`src/rtl/mon_seq_pkg.sv`:
```
// Shared types for the monitor counter sequencer: the sequencing FSM states
// and the helper that sizes index/counter registers.
package mon_seq_pkg;

  typedef enum logic [2:0] {
    IDLE,
    LATCH,
    SETTLE,
    SCAN,
    CLEAR,
    DONE
  } state_t;

  // Never returns zero so that a register sized from it is always legal.
  function automatic int idx_width(input int n);
    return (n > 1) ? $clog2(n) : 1;
  endfunction

endpackage

```
`src/rtl/mon_seq_period_timer.sv`:
```
// Free-running period timer: one-cycle pulse_o once every PERIOD_CYCLES cycles.
module mon_seq_period_timer
  import mon_seq_pkg::*;
#(
  parameter int PERIOD_CYCLES = 1000000
) (
  input  logic clk_i,
  input  logic rst_i,
  output logic pulse_o
);

  localparam int CW = idx_width(PERIOD_CYCLES);
  localparam logic [CW-1:0] TERM = CW'(PERIOD_CYCLES - 1);

  logic [CW-1:0] count_q;

  // Keeps counting regardless of whether the sequencer accepts the pulse.
  always_ff @(posedge clk_i or posedge rst_i) begin
    if (rst_i) begin
      count_q <= '0;
    end else if (count_q == TERM) begin
      count_q <= '0;
    end else begin
      count_q <= count_q + 1'b1;
    end
  end

  assign pulse_o = (count_q == TERM);

endmodule

```
`src/rtl/monitor_counter_sequencer.sv`:
```
// Freezes a bank of counters, streams each value out over a valid/ready port,
// optionally clears them. Define MON_SEQ_PERIODIC_EN for automatic snapshots.
module monitor_counter_sequencer
  import mon_seq_pkg::*;
#(
  parameter int N_COUNTERS    = 8,
  parameter int BIT_WIDTH     = 16,
  parameter int PERIOD_CYCLES = 1000000
) (
  input  logic                             clk_i,
  input  logic                             rst_i,
  input  logic                             start_i,
  input  logic                             clear_on_read_i,
  input  logic [N_COUNTERS*BIT_WIDTH-1:0]  counter_values_i,
  output logic                             latch_counter_o,
  output logic                             reset_counter_o,
  output logic [BIT_WIDTH-1:0]             data_o,
  output logic [idx_width(N_COUNTERS)-1:0] index_o,
  output logic                             valid_o,
  input  logic                             ready_i,
  output logic                             busy_o,
  output logic                             done_o
);

  localparam int IW = idx_width(N_COUNTERS);
  localparam logic [IW-1:0] LAST_IDX = IW'(N_COUNTERS - 1);

  state_t               state_q, state_d;
  logic [IW-1:0]        idx_q;
  logic [IW-1:0]        idx_inc;
  logic [BIT_WIDTH-1:0] data_q;
  logic                 clear_flag_q;
  logic                 start_req;
  logic                 xfer;
  logic [BIT_WIDTH-1:0] slices [N_COUNTERS];

  for (genvar k = 0; k < N_COUNTERS; k++) begin : g_slice
    assign slices[k] = counter_values_i[k*BIT_WIDTH +: BIT_WIDTH];
  end

`ifdef MON_SEQ_PERIODIC_EN
  logic timer_pulse;

  mon_seq_period_timer #(
    .PERIOD_CYCLES(PERIOD_CYCLES)
  ) u_period_timer (
    .clk_i  (clk_i),
    .rst_i  (rst_i),
    .pulse_o(timer_pulse)
  );

  assign start_req = start_i | timer_pulse;
`else
  logic unused_period;
  assign unused_period = ^PERIOD_CYCLES;
  assign start_req     = start_i;
`endif

  assign xfer    = (state_q == SCAN) && ready_i;
  assign idx_inc = idx_q + 1'b1;

  always_comb begin
    state_d = state_q;
    case (state_q)
      IDLE:    if (start_req) state_d = LATCH;
      LATCH:   state_d = SETTLE;
      SETTLE:  state_d = SCAN;
      SCAN:    if (xfer && (idx_q == LAST_IDX)) state_d = clear_flag_q ? CLEAR : DONE;
      CLEAR:   state_d = DONE;
      DONE:    state_d = IDLE;
      default: state_d = IDLE;
    endcase
  end

  // Counters are already frozen by the time SETTLE ends, so slice 0 is
  // captured there and each transfer preloads the next slice with no bubble.
  always_ff @(posedge clk_i or posedge rst_i) begin
    if (rst_i) begin
      state_q      <= IDLE;
      idx_q        <= '0;
      data_q       <= '0;
      clear_flag_q <= 1'b0;
    end else begin
      state_q <= state_d;
      if ((state_q == IDLE) && start_req) begin
        clear_flag_q <= clear_on_read_i;
      end
      if (state_q == SETTLE) begin
        idx_q  <= '0;
        data_q <= slices[0];
      end else if (xfer) begin
        if (idx_q != LAST_IDX) begin
          idx_q  <= idx_inc;
          data_q <= slices[idx_inc];
        end else begin
          idx_q <= '0;
        end
      end
    end
  end

  assign latch_counter_o = (state_q == LATCH) || (state_q == SETTLE) || (state_q == SCAN);
  assign reset_counter_o = (state_q == CLEAR);
  assign valid_o         = (state_q == SCAN);
  assign busy_o          = (state_q != IDLE);
  assign done_o          = (state_q == DONE);
  assign data_o          = data_q;
  assign index_o         = idx_q;

endmodule

```
`config.mk`:
```
export PLATFORM = sky130hd
export DESIGN_NAME = monitor_counter_sequencer
export DESIGN_NICKNAME = d
export VERILOG_FILES = /design/src/rtl/mon_seq_pkg.sv /design/src/rtl/mon_seq_period_timer.sv /design/src/rtl/monitor_counter_sequencer.sv
export SDC_FILE = /design/constraint.sdc
export NUM_CORES = 1
export LEC_CHECK = 0
export ABC_CLOCK_PERIOD_IN_PS = 4110
export CELL_PAD_IN_SITES_DETAIL_PLACEMENT = 0
export CELL_PAD_IN_SITES_GLOBAL_PLACEMENT = 1
export CORE_MARGIN = 4
export CORE_UTILIZATION = 26
export CTS_CLUSTER_SIZE = 14
export DETAILED_ROUTE_END_ITERATION = 6
export GPL_ROUTABILITY_DRIVEN = 0
export HOLD_SLACK_MARGIN = 0.1
export PLACE_DENSITY = 0.95
export SLEW_MARGIN = 20
export SYNTH_ARGS = -nofsm -noshare
export SYNTH_HDL_FRONTEND = slang
export SYNTH_SLANG_ARGS = --single-unit
```
`constraint.sdc`:
```
create_clock -name clk_i -period 4.11 [get_ports clk_i]
set_input_delay 0.6165 -clock clk_i [delete_from_list [all_inputs] [get_ports clk_i]]
set_output_delay 0.6165 -clock clk_i [all_outputs]
set_load 0.02 [all_outputs]
```
Word level (Yosys, flattened, before mapping) --
Cells that the tools add are included.
Word-level totals: flip-flop bits (word level) 23, logic and storage cells 40
Operators by class: equal/unequal tests 9, multiplexer cells 13, reductions and logical operators 11, bitwise gates (word level) 1, order comparisons 1, $add $sub $neg 1
Operator list (number):
- 16-bit 2-to-1 mux | 5
- 16-bit binary-select mux with 3-bit select | 1
- 3-bit 2-to-1 mux | 5
- 3-bit case mux with 5 select lines | 1
- 3-bit equality test (second input constant) | 3
- 3-bit by 2-bit equality test with 1-bit output (second input constant) | 2
- 4-bit greater-or-equal comparator (second input constant) | 1
- 3-bit inverter with 4-bit output | 1
- 2-bit AND reduction | 2
- 2-bit nonzero test | 2
- 3-bit by 1-bit adder with 3-bit output (second input constant) | 1
- 3-bit by 1-bit equality test with 1-bit output (second input constant) | 1
- 1-bit logical AND | 3
- 3-bit logical NOT | 1
- 3-bit inequality test (second input constant) | 1
- 3-bit nonzero test | 1
- 1-bit logical OR | 2
- 2-bit by 1-bit inequality test with 1-bit output (second input constant) | 1
- 2-bit inequality test (second input constant) | 1
- 1-bit 2-to-1 mux | 1

Longest topological paths before layout --
depth in word-level cells 8, mapped depth 7

Worst setup path after synthesis --
OpenSTA, ideal clock, no wires.
path type flip-flop to flip-flop, start point reg idx_q[0] (netlist: index_o[0]), end point reg data_q[13] (netlist: data_o[13]), slack 2.121 ns, clock period less this slack 1.989 ns, required time 3.985 ns, path buffers 1, stages on the path, launching flop included 8, library setup time 0.125 ns, arrival 1.865 ns, cell sequence dfrtp_1 ha_1 ha_1 clkbuf_1 mux4_2 mux2i_1 o2bb2ai_1 mux2_2
Between the ends: longest elaborated chain between the ends 8, elaborated cells on any way between the ends 11, those cells by class add/sub: 1; eq/ne: 1; mux: 6; bitwise: 1; reduce/logical: 2
RTL lines:
- start: declaration | line monitor_counter_sequencer.sv:29 | logic [IW-1:0] idx_q;
- start signal: assignment | line monitor_counter_sequencer.sv:93 | idx_q <= idx_inc;
- 3-bit by 1-bit adder with 3-bit output | line monitor_counter_sequencer.sv:60 | assign idx_inc = idx_q + 1'b1;
- 3-bit inverter with 4-bit output (not written as such) | line monitor_counter_sequencer.sv:94 | data_q <= slices[idx_inc];
- 16-bit binary-select mux with 3-bit select | line monitor_counter_sequencer.sv:94
- 16-bit 2-to-1 mux (not written as such) (2 in a row) | line monitor_counter_sequencer.sv:94
- 16-bit 2-to-1 mux | line monitor_counter_sequencer.sv:92 | if (idx_q != LAST_IDX) begin
- 16-bit 2-to-1 mux | line monitor_counter_sequencer.sv:91 | end else if (xfer) begin
- 16-bit 2-to-1 mux | line monitor_counter_sequencer.sv:88 | if (state_q == SETTLE) begin
- end signal: assignment | line monitor_counter_sequencer.sv:90 | data_q <= slices[0];
- end signal: assignment | line monitor_counter_sequencer.sv:94
- end: declaration | line monitor_counter_sequencer.sv:31 | logic [BIT_WIDTH-1:0] data_q;
Parallel ways exist; a longest one is shown, timed or not. The select of a mux whose other input is x is not followed. A chain may end at the register's enable or synchronous reset.

Worst setup path after layout --
start point reg idx_q[1] (netlist: index_o[1]), end point reg data_q[6] (netlist: data_o[6])
The elaborated chain is that of the path after synthesis.

==> impl_results.html <==
<table>
<tr><th>Metric</th><th>Value</th></tr>
<tr><th colspan="2">Global routing</th></tr>
<tr><td>Via count of the first global-routing pass</td><td>2272</td></tr>
<tr><td>Global-route wire length before repair</td><td>10830 um</td></tr>
<tr><td>Maximum number of pins on one net before global-route repair</td><td>24</td></tr>
<tr><td>Tot GR Track Use</td><td>15.91%</td></tr>
<tr><td>Number of antenna violations at the first check in global routing</td><td>0</td></tr>
<tr><td>Overflow left after global routing</td><td>0</td></tr>
<tr><th colspan="2">Layout</th></tr>
<tr><td>Net count, final</td><td>439</td></tr>
<tr><td>Area taken by multi-input logic gates</td><td>1286 um2</td></tr>
<tr><td>Core utilization of the finished layout</td><td>49.93%</td></tr>
<tr><td>Number of filler cells placed in the layout</td><td>688</td></tr>
<tr><td>Fraction of final layout cells sized beyond drive strength 1</td><td>14.19%</td></tr>
<tr><td>Area Overhead vs Synth</td><td>85.71%</td></tr>
<tr><td>Number of diodes added for antenna fixing</td><td>0</td></tr>
<tr><td>Sequential cell area</td><td>575.6 um2</td></tr>
<tr><th colspan="2">Hold path</th></tr>
<tr><td>Class of the worst hold path</td><td>reg -&gt; reg</td></tr>
<tr><td>Hold path cells</td><td>2</td></tr>
<tr><th colspan="2">Setup path</th></tr>
<tr><td>Count of buffering cells on the critical path with inverters included</td><td>1</td></tr>
<tr><td>Worst EP arrival</td><td>2.57 ns</td></tr>
<tr><td>Maximum fanout encountered on the critical timing path</td><td>19</td></tr>
<tr><td>Worst reg2reg path startpoint</td><td>index_o[1]$_DFFE_PP0P_</td></tr>
<tr><td>Crit path launch type</td><td>flop</td></tr>
<tr><td>Slowest cell delay on critical path</td><td>0.68 ns</td></tr>
<tr><td>Register-to-register setup slack</td><td>1.66 ns</td></tr>
<tr><td>Crit path capture type</td><td>flop</td></tr>
<tr><td>Cell Chain, Critical Path</td><td>ha_2 -&gt; buf_4 -&gt; mux4_2 -&gt; mux2i_1 -&gt; o21ai_0</td></tr>
<tr><td>Start point of the critical path</td><td>index_o[1]$_DFFE_PP0P_</td></tr>
<tr><td>Reg2Reg Capture Point</td><td>data_o[6]$_DFFE_PP0P_</td></tr>
<tr><td>Slowest stage cell on the critical path</td><td>sky130_fd_sc_hd__ha_2</td></tr>
<tr><td>Depth of the most critical reg-to-reg path</td><td>5</td></tr>
<tr><td>Data required time of the worst path</td><td>4.23 ns</td></tr>
<tr><td>Capture point of the critical path</td><td>data_o[6]$_DFFE_PP0P_</td></tr>
<tr><td>Kind of cell with the highest combined delay on the critical path</td><td>multiplexers</td></tr>
<tr><td>Worst setup path class</td><td>reg -&gt; reg</td></tr>
<tr><td>Number of cells on the critical path</td><td>5</td></tr>
<tr><th colspan="2">STA</th></tr>
<tr><td>Least-Margin Pin Slew</td><td>0.9089 ns</td></tr>
<tr><td>Worst max-slew margin expressed relative to the limit</td><td>39.04%</td></tr>
<tr><td>Final worst hold slack</td><td>0.5155 ns</td></tr>
<tr><td>Final Max Slew Viols</td><td>0</td></tr>
<tr><td>Final-layout setup total negative slack</td><td>0 ns</td></tr>
<tr><td>Final count of hold timing violations</td><td>0</td></tr>
<tr><td>Final setup violating endpoints</td><td>0</td></tr>
<tr><td>Crit share post-route</td><td>59.58%</td></tr>
<tr><td>Minimum clock period after layout</td><td>2.449 ns</td></tr>
<tr><td>Unrepaired setup endpoints after global routing</td><td>no</td></tr>
<tr><td>Maximum clock frequency</td><td>408.4 MHz</td></tr>
<tr><td>Worst clock skew on the final layout</td><td>0.003651 ns</td></tr>
<tr><th colspan="2">Power</th></tr>
<tr><td>Highest ir drop seen on vdd</td><td>0.2772 mV</td></tr>
<tr><td>Pwr per Cell Area</td><td>631.8 nW/um2</td></tr>
<tr><td>Pleak</td><td>1.348 nW</td></tr>
<tr><th colspan="2">Place</th></tr>
<tr><td>Buffers added on ports</td><td>156</td></tr>
<tr><td>Post-DP HPWL</td><td>5985 um</td></tr>
<tr><th colspan="2">Clock network</th></tr>
<tr><td>Post-cts repair resize count</td><td>0</td></tr>
<tr><td>Clock network latency to the later pin of the worst-skew pair</td><td>0.26 ns</td></tr>
<tr><td>Clock tree from TritonCTS</td><td>done</td></tr>
<tr><td>Clock tree sinks</td><td>23</td></tr>
<tr><td>Setup repair bufs after CTS</td><td>0</td></tr>
<tr><td>Number of buffers created by CTS</td><td>3</td></tr>
<tr><td>Post-cts hold buffer count</td><td>0</td></tr>
<tr><td>Htree depth</td><td>1</td></tr>
<tr><td>Cell at the root of the clock tree</td><td>sky130_fd_sc_hd__clkbuf_8</td></tr>
<tr><td>Buffer depth of the longest clock path</td><td>2</td></tr>
<tr><td>Clock slew at the register clock pins of the worst setup and hold paths</td><td>0.09 ns</td></tr>
<tr><th colspan="2">Synth</th></tr>
<tr><td>Sequential element share of the synthesized area</td><td>29.36%</td></tr>
<tr><td>Average instance area after synthesis</td><td>12.81 um2</td></tr>
<tr><td>Dominant cell by count in the synthesized netlist</td><td>sky130_fd_sc_hd__mux4_2</td></tr>
<tr><td>Register bit total from synthesis</td><td>23</td></tr>
<tr><td>Post-synth top flop</td><td>sky130_fd_sc_hd__dfrtp_1</td></tr>
<tr><td>Share of async-settable or async-resettable flops after synthesis</td><td>100.0%</td></tr>
<tr><td>Net Count, Synth</td><td>288</td></tr>
<tr><td>Synth top area share</td><td>36.76%</td></tr>
<tr><td>Commonest cells post-synth</td><td>sky130_fd_sc_hd__mux4_2, sky130_fd_sc_hd__dfrtp_1, sky130_fd_sc_hd__mux2i_1</td></tr>
<tr><td>Synth top area cells</td><td>sky130_fd_sc_hd__mux4_2, sky130_fd_sc_hd__dfrtp_1, sky130_fd_sc_hd__mux2i_1</td></tr>
<tr><td>Synthesis Warnings</td><td>0</td></tr>
<tr><td>Cell type with the largest total area after synthesis</td><td>sky130_fd_sc_hd__mux4_2</td></tr>
<tr><td>Syn Inst Count</td><td>153</td></tr>
<tr><td>Number of unique standard cell types used by synthesis</td><td>29</td></tr>
<tr><td>Post-synthesis instance area</td><td>1961 um2</td></tr>
<tr><td>Number of enable flip-flop cells after synthesis</td><td>0</td></tr>
<tr><th colspan="2">Route</th></tr>
<tr><td># DRC</td><td>0</td></tr>
<tr><td>Count of routing violations after the opening detailed-route iteration</td><td>34</td></tr>
<tr><td>Routed Antenna Nets</td><td>0</td></tr>
<tr><td>Detailed-route vias per instance</td><td>4.958</td></tr>
<tr><td>Total number of vias</td><td>1993</td></tr>
<tr><td>Routed length per placed instance</td><td>18.15 um</td></tr>
<tr><td>Aggregate routed wire length</td><td>7297 um</td></tr>
<tr><td>Pre-Repair DR Iteration Count</td><td>6</td></tr>
<tr><th colspan="2">Floorplanning</th></tr>
<tr><td>Placeable core area</td><td>7292 um2</td></tr>
<tr><td>Die area</td><td>8995 um2</td></tr>
<tr><td>Vert. Die Dim</td><td>94.84 um</td></tr>
<tr><td>Number of top-level design ports</td><td>157</td></tr>
<tr><td>Horiz. Die Dim</td><td>94.84 um</td></tr>
<tr><td>Row count</td><td>31</td></tr>
<tr><td>Initial core utilization</td><td>26.89%</td></tr>
<tr><th colspan="2">Run status</th></tr>
<tr><td>Outcome</td><td>completed</td></tr>
<tr><th colspan="2">Job</th></tr>
<tr><td>Max-Cap Viols</td><td>0</td></tr>
</table>
[layout by cell type, fill, tap and decap left out, types with 2 or more instances in the layout]
cell type,instances
sky130_fd_sc_hd__clkdlybuf4s50_1,156
sky130_fd_sc_hd__and2_1,2
sky130_fd_sc_hd__a22oi_1,15
sky130_fd_sc_hd__o21ai_0,14
sky130_fd_sc_hd__dfrtp_1,23
sky130_fd_sc_hd__buf_4,5
sky130_fd_sc_hd__nor2b_1,3
sky130_fd_sc_hd__o21ai_1,7
sky130_fd_sc_hd__inv_1,2
sky130_fd_sc_hd__mux4_2,32
sky130_fd_sc_hd__mux2i_1,16
sky130_fd_sc_hd__nand3_1,2
sky130_fd_sc_hd__clkbuf_8,3
sky130_fd_sc_hd__mux2_2,2
sky130_fd_sc_hd__nor2_1,5
[flip-flops by register name (all words and copies together) (netlist names)]
signal / flops
clear_flag_q: 1
data_o: 16
index_o: 3
state_q: 3
[worst min-delay path by stage]
stage,from,endpoint
2_1_floorplan,clear_flag_q$_DFFE_PP0P_,clear_flag_q$_DFFE_PP0P_
3_3_place_gp,data_o[13]$_DFFE_PP0P_,data_o[13]$_DFFE_PP0P_
3_5_place_dp,data_o[11]$_DFFE_PP0P_,data_o[11]$_DFFE_PP0P_
4_1_cts,data_o[11]$_DFFE_PP0P_,data_o[11]$_DFFE_PP0P_
5_1_grt,data_o[13]$_DFFE_PP0P_,data_o[13]$_DFFE_PP0P_
6_report,data_o[2]$_DFFE_PP0P_,data_o[2]$_DFFE_PP0P_
[cell families (layout without fill, tap and decap cells)]
kind of cell | Yosys count | in the layout | share of synthesized area [%]
and+or+nand+nor | 19 | 19 | 5.234
DFF | 23 | 23 | 29.36
buffers and inverters | 18 | 168 | 5.169
adders and majority gates | 2 | 2 | 1.276
muxes | 50 | 50 | 46.07
AOI/OAI and AO/OA | 41 | 41 | 12.89
[power breakdown]
part	internal, W	switching, W
Combinational	0.000982	0.000774
Sequential	0.000334	0.0000652
Clock	0.0000692	0.0000755
[area by class of cell]
class / instances / share of cell area, %
flip-flops and latches: 23 / 15.81
multi-input cells: 112 / 35.33
clock buffers: 4 / 1.237
repair buffers: 161 / 43.92
well taps: 99 / 3.402
inverters: 3 / 0.3093
[layer usage]
layer / GRT usage (%) / vias to the layer above / share of wire (%)
li1: - / 928 / -
met1: 16.25 / 959 / 36
met2: 31.24 / 104 / 53
met3: 5.578 / 2 / 11
met4: 2.524 / 0 / 0.25
met5: 0 / - / 0
[per-stage QoR]
stage                     std cells  instance area (um2)  power (W)  setup slack (ns)
final                           402                 3641   0.002300             1.661
after global routing            402                 3641   0.002493             1.417
after CTS                       402                 3641   0.002342             1.603
after detailed placement        398                 3596   0.002193             1.587
after global placement          398                 3596   0.002158             1.575
after floorplan                 153                 1961   0.001686             2.121
[worst min-delay path, cell delays in order (launching register included)]
cell	delay, ns
sky130_fd_sc_hd__dfrtp_1	0.35
sky130_fd_sc_hd__a22oi_1	0.06
sky130_fd_sc_hd__o21ai_0	0.06
Power figures use the tool's default switching activity.
